File: src/rtl/cpu_types_pkg.sv
// Shared CPU datapath types and register-file constants.
// Also supplies the writeback-arbiter requester limit and pointer-width helper.
package cpu_types_pkg;

    localparam int unsigned REG_COUNT     = 32;
    localparam int unsigned RF_ARB_MAXREQ = 8;

    typedef logic [31:0]                  word_t;
    typedef logic [$clog2(REG_COUNT)-1:0] regbits_t;

    // Width of an index into n items; never narrower than one bit
    function automatic int unsigned ptr_width(input int unsigned n);
        return (n > 1) ? $clog2(n) : 1;
    endfunction

endpackage

File: src/rtl/rf_wb_arbiter_rr_arbiter.sv
// rr_arbiter: combinational round-robin arbiter over N requesters.
// Scans from index ptr upward, wrapping modulo N; the first active request
// wins a one-hot grant. Holding ptr at zero gives fixed lowest-index priority.
module rr_arbiter
    import cpu_types_pkg::*;
#(
    parameter int unsigned N  = 2,
    parameter int unsigned PW = ptr_width(N)
) (
    input  logic [N-1:0]  req,
    input  logic [PW-1:0] ptr,
    output logic [N-1:0]  gnt
);

    logic [PW-1:0] idx;
    logic          found;

    // Rotating priority scan starting at ptr
    always_comb begin
        gnt   = '0;
        found = 1'b0;
        idx   = '0;
        for (int unsigned i = 0; i < N; i++) begin
            idx = PW'((32'(ptr) + i) % N);
            if (!found && req[idx]) begin
                gnt[idx] = 1'b1;
                found    = 1'b1;
            end
        end
    end

endmodule

File: src/rtl/rf_wb_arbiter.sv
// rf_wb_arbiter: shares the register-file write port between NREQ writeback
// sources. Round-robin grant is combinational; the winning write is registered
// one cycle before reaching WEN/wsel/wdat. Writes to x0 are granted but dropped.
// Build option: RF_ARB_FIXED_PRIO_EN removes the rotating pointer and gives
// fixed lowest-index-wins priority.
module rf_wb_arbiter
    import cpu_types_pkg::*;
#(
    parameter int unsigned NREQ = 2
) (
    input  logic                CLK,
    input  logic                nRST,
    input  logic [NREQ-1:0]     req,
    input  regbits_t [NREQ-1:0] req_wsel,
    input  word_t [NREQ-1:0]    req_wdat,
    output logic [NREQ-1:0]     gnt,
    output logic                WEN,
    output regbits_t            wsel,
    output word_t               wdat,
    output logic                wb_pending
);

    localparam int unsigned PW = ptr_width(NREQ);

    logic [PW-1:0]   arb_ptr;
    logic [NREQ-1:0] arb_gnt;
    logic [PW-1:0]   g;
    logic            any_gnt;

    rr_arbiter #(
        .N  (NREQ),
        .PW (PW)
    ) u_arb (
        .req (req),
        .ptr (arb_ptr),
        .gnt (arb_gnt)
    );

`ifdef RF_ARB_FIXED_PRIO_EN
    assign arb_ptr = '0;
`else
    logic [PW-1:0] rr_ptr;

    assign arb_ptr = rr_ptr;

    // Next arbitration starts just past the winner; hold when idle
    always_ff @(posedge CLK) begin
        if (!nRST) begin
            rr_ptr <= '0;
        end else if (any_gnt) begin
            rr_ptr <= (g == PW'(NREQ - 1)) ? '0 : g + 1'b1;
        end
    end
`endif

    // Grant is suppressed while reset is asserted
    always_comb begin
        gnt        = nRST ? arb_gnt : '0;
        any_gnt    = |gnt;
        wb_pending = |(req & ~gnt);
    end

    // One-hot grant to winner index
    always_comb begin
        g = '0;
        for (int unsigned i = 0; i < NREQ; i++) begin
            if (gnt[i]) begin
                g = PW'(i);
            end
        end
    end

    // Register the winning write; an x0 destination is consumed without WEN
    always_ff @(posedge CLK) begin
        if (!nRST) begin
            WEN  <= 1'b0;
            wsel <= '0;
            wdat <= '0;
        end else if (any_gnt) begin
            WEN  <= (req_wsel[g] != '0);
            wsel <= req_wsel[g];
            wdat <= req_wdat[g];
        end else begin
            WEN  <= 1'b0;
        end
    end

endmodule

File: config.mk
export PLATFORM = sky130hd
export DESIGN_NAME = rf_wb_arbiter
export DESIGN_NICKNAME = d
export VERILOG_FILES = /design/src/rtl/cpu_types_pkg.sv /design/src/rtl/rf_wb_arbiter_rr_arbiter.sv /design/src/rtl/rf_wb_arbiter.sv
export SDC_FILE = /design/constraint.sdc
export NUM_CORES = 1
export LEC_CHECK = 0
export ABC_AREA = 1
export ABC_CLOCK_PERIOD_IN_PS = 1730
export BUFFER_PORTS_ARGS = -buffer_cell sky130_fd_sc_hd__buf_2
export CAP_MARGIN = 20
export CORE_ASPECT_RATIO = 0.8
export CORE_MARGIN = 2
export CORE_UTILIZATION = 42
export CTS_CLUSTER_SIZE = 14
export DETAILED_ROUTE_END_ITERATION = 7
export GPL_ROUTABILITY_DRIVEN = 1
export GPL_TIMING_DRIVEN = 0
export PLACE_DENSITY = 0.79
export RECOVER_POWER = 100
export SLEW_MARGIN = 5
export SYNTH_ARGS = -nofsm -noshare
export SYNTH_HDL_FRONTEND = slang
export SYNTH_HIERARCHICAL = 1
export SYNTH_SLANG_ARGS = --single-unit
File: constraint.sdc
create_clock -name CLK -period 1.73 [get_ports CLK]
set_input_delay 0.173 -clock CLK [delete_from_list [all_inputs] [get_ports CLK]]
set_output_delay 0.173 -clock CLK [all_outputs]
set_load 0.05 [all_outputs]
==> results.py <==
metrics = {
    "power": {
        "switchingPower_uw": 808,
        "clock_power_share": 0.252,
        "p_leak_nw": 1.43,
        "intPower_mw": 1.45,
        "p_sw_frac": 0.357,
        "vdd_drop_max_uv": 408,
        "p_per_area_nw_per_um2": 866,
        "report.power.total_mw": 2.26,
        "seq_power_share": 0.443,
        "comb_power_share": 0.304,
    },
    "finish": {
        "diodes": 0,
        "area_growth_syn_to_layout_pct": 38.7,
        "fin_area_um2": 2610,
        "final_common_cell": "nand2_1",
        "final_cell_mix": "nand2_1 (91), buf_2 (79), nand3_1 (42), clkbuf_1 (42), dfxtp_1 (38)",
        "layout.nets": 481,
        "final_cells": 461,
        "drive_gt1_frac": 0.280,
    },
    "flow_run": {
        "drv_cap": 0,
    },
    "sta": {
        "max_freq_mhz": 604,
        "drv_slew": 0,
        "relSlewSlack": 0.564,
        "whs_ns": 0.148,
        "finalHoldViolations": 0,
        "tightest_slew_ns": 0.656,
        "skew_ns": 0.00295,
        "fin_crit_ns": 1.66,
        "fin_crit_sh": 0.957,
        "tns_ns": 0,
        "rsz0062_at_grt": "false",
        "finalSetupViolCount": 0,
    },
    "clocking": {
        "clock-root-buffer": "clkbuf_8",
        "cts.reportedPaths.clkPinSlew_ns": 0.07,
        "clock_path_buffers": 2,
        "cts.sinks": 39,
        "cts_tree": "built",
        "cts_htree_levels": 2,
        "cts_buffers": 5,
        "clk_latency_ns": 0.28,
    },
    "synth": {
        "postSynthCellCount": 275,
        "yosysWarnings": 6,
        "synth-seq-area-share": 0.415,
        "avgSynthCellArea_um2": 6.85,
        "syn-num-nets": 353,
        "syn_area_um2": 1880,
        "synth-seq-cells": 39,
        "synth_cell_types": 22,
    },
    "die": {
        "core_um2": 4260,
        "row_count": 21,
        "die_area_um2": 5040,
        "initial_utilization": 0.442,
        "fp.dieH_um": 63.9,
        "io_pins": 119,
        "die_w_um": 78.9,
    },
    "placement": {
        "dp_hpwl_um": 4010,
        "portBuffers": 118,
        "dp.cells": 450,
        "gp_congestion": 0.803,
        "placed_area_um2": 2540,
    },
    "detailed_routing": {
        "first_pass_iters": 4,
        "viasPerCell": 4.64,
        "route.vias.total": 2141,
        "drt_iter0_drc": 77,
        "detail_route.wl_per_cell_um": 11.4,
        "drc": 0,
        "antenna_left": 0,
        "wirelength_um": 5260,
    },
    "grt": {
        "track_usage": 0.212,
        "grt_pass1_wl_um": 8480,
        "grt-ovfl-total": 0,
        "grt_max_degree": 12,
        "grt_pass1_vias": 1893,
        "antenna_found_initial": 0,
    },
    "critical_path": {
        "critPathCaptureType": "primary output",
        "crit_chain": "inv_1 > a21oi_4 > nand2_4 > buf_4 > a22o_1 > buf_6",
        "cpLargestDelayFamily": "buffers and inverters",
        "path_buf_inv": 3,
        "crit_required_ns": 1.56,
        "cp.depth": 6,
        "start_kind": "flop",
        "critPathMaxFanout": 10,
        "crit_type": "reg2out",
        "critPathArrivalTime_ns": 1.48,
        "reg2reg_depth": 11,
        "cp_slowest_stage_delay_ns": 0.35,
        "crit_slowest_cell": "dfxtp_2",
    },
    "run_status": {
        "run_status": "complete, no violations",
    },
    "hold_path": {
        "min_path_type": "in2reg",
        "hold_depth": 3,
    },
}
## worst min-delay path: stages
cell,delay [ns]
buf_2,0.09
nand2_1,0.05
a31oi_1,0.07
## state kept, by name, summed over array words and instances, names as in the netlist
register  count
wdat         32
arb_ptr       1
wsel          5
WEN           1
## cell usage after synthesis (all sizes together)
cell type,n,area share
a21boi,1,0.0060
a31oi,11,0.037
o21ai,22,0.060
buf,16,0.064
nor2,3,0.0060
a22o,1,0.0047
dfxtp,39,0.41
clkbuf,2,0.0040
a21oi,8,0.023
inv,36,0.072
nand3,42,0.11
nand2,93,0.19
nor3,1,0.0027
## area by class of cell
class | count | area [µm²]
Multi-Input combinational cell | 182 | 840
Tap cell | 57 | 71.3
Fill cell | 442 | 1640
Clock inverter | 1 | 5.00
Clock buffer | 7 | 76.3
Sequential cell | 39 | 782
Timing Repair Buffer | 121 | 571
Buffer | 18 | 133
Inverter | 36 | 135
## logic make-up after synthesis
kind of cell	synth area share
buf+inv	0.140
simple gates	0.315
flops	0.415
compound gates	0.131
## per-layer routing
metal	share of wire	up-vias	global-route usage
met5	0	-	0
met4	0.018	0	0.0733
met3	0.066	9	0.0523
met2	0.46	73	0.342
met1	0.45	927	0.277
li1	-	1132	-
## stage by stage
step,setup WS [ns],utilization
finish,0.0743,0.614
global route,0.0154,0.614
CTS,0.0129,0.627
detailed placement,-0.0867,0.598
global placement,-0.0563,0.598
floorplan,0.157,-
## final timing paths
check | startpoint | endpoint | slack, ns
hold reg to reg | wdat[28]$_SDFFE_PN0P_ | wdat[28]$_SDFFE_PN0P_ | 0.47
hold / removal | req_wdat[52] | wdat[20]$_SDFFE_PN0P_ | 0.15
setup reg to reg | arb_ptr$_SDFFE_PN0P_ | wdat[6]$_SDFFE_PN0P_ | 0.18
setup / recovery | arb_ptr$_SDFFE_PN0P_ | wb_pending | 0.07
## power groups by stage
stage                     logic [mW]  clock network (mW)  registers (mW)
after detailed placement       0.702                   0            1.02
after CTS                      0.716               0.589            1.00
after global routing           0.744               0.640            1.01
after floorplan                0.244                   0            1.26
final                          0.688               0.571            1.00
after global placement         0.693                   0            1.02
## repair_timing
item,in CTS,in global routing
hold buffers,0,0
gates resized for setup,8,1
pin swaps,2,2
hold endpoints to repair,0,0
endpoints found under the setup margin,2,2
buffers inserted,2,1
(Power assumes the default switching activity.)
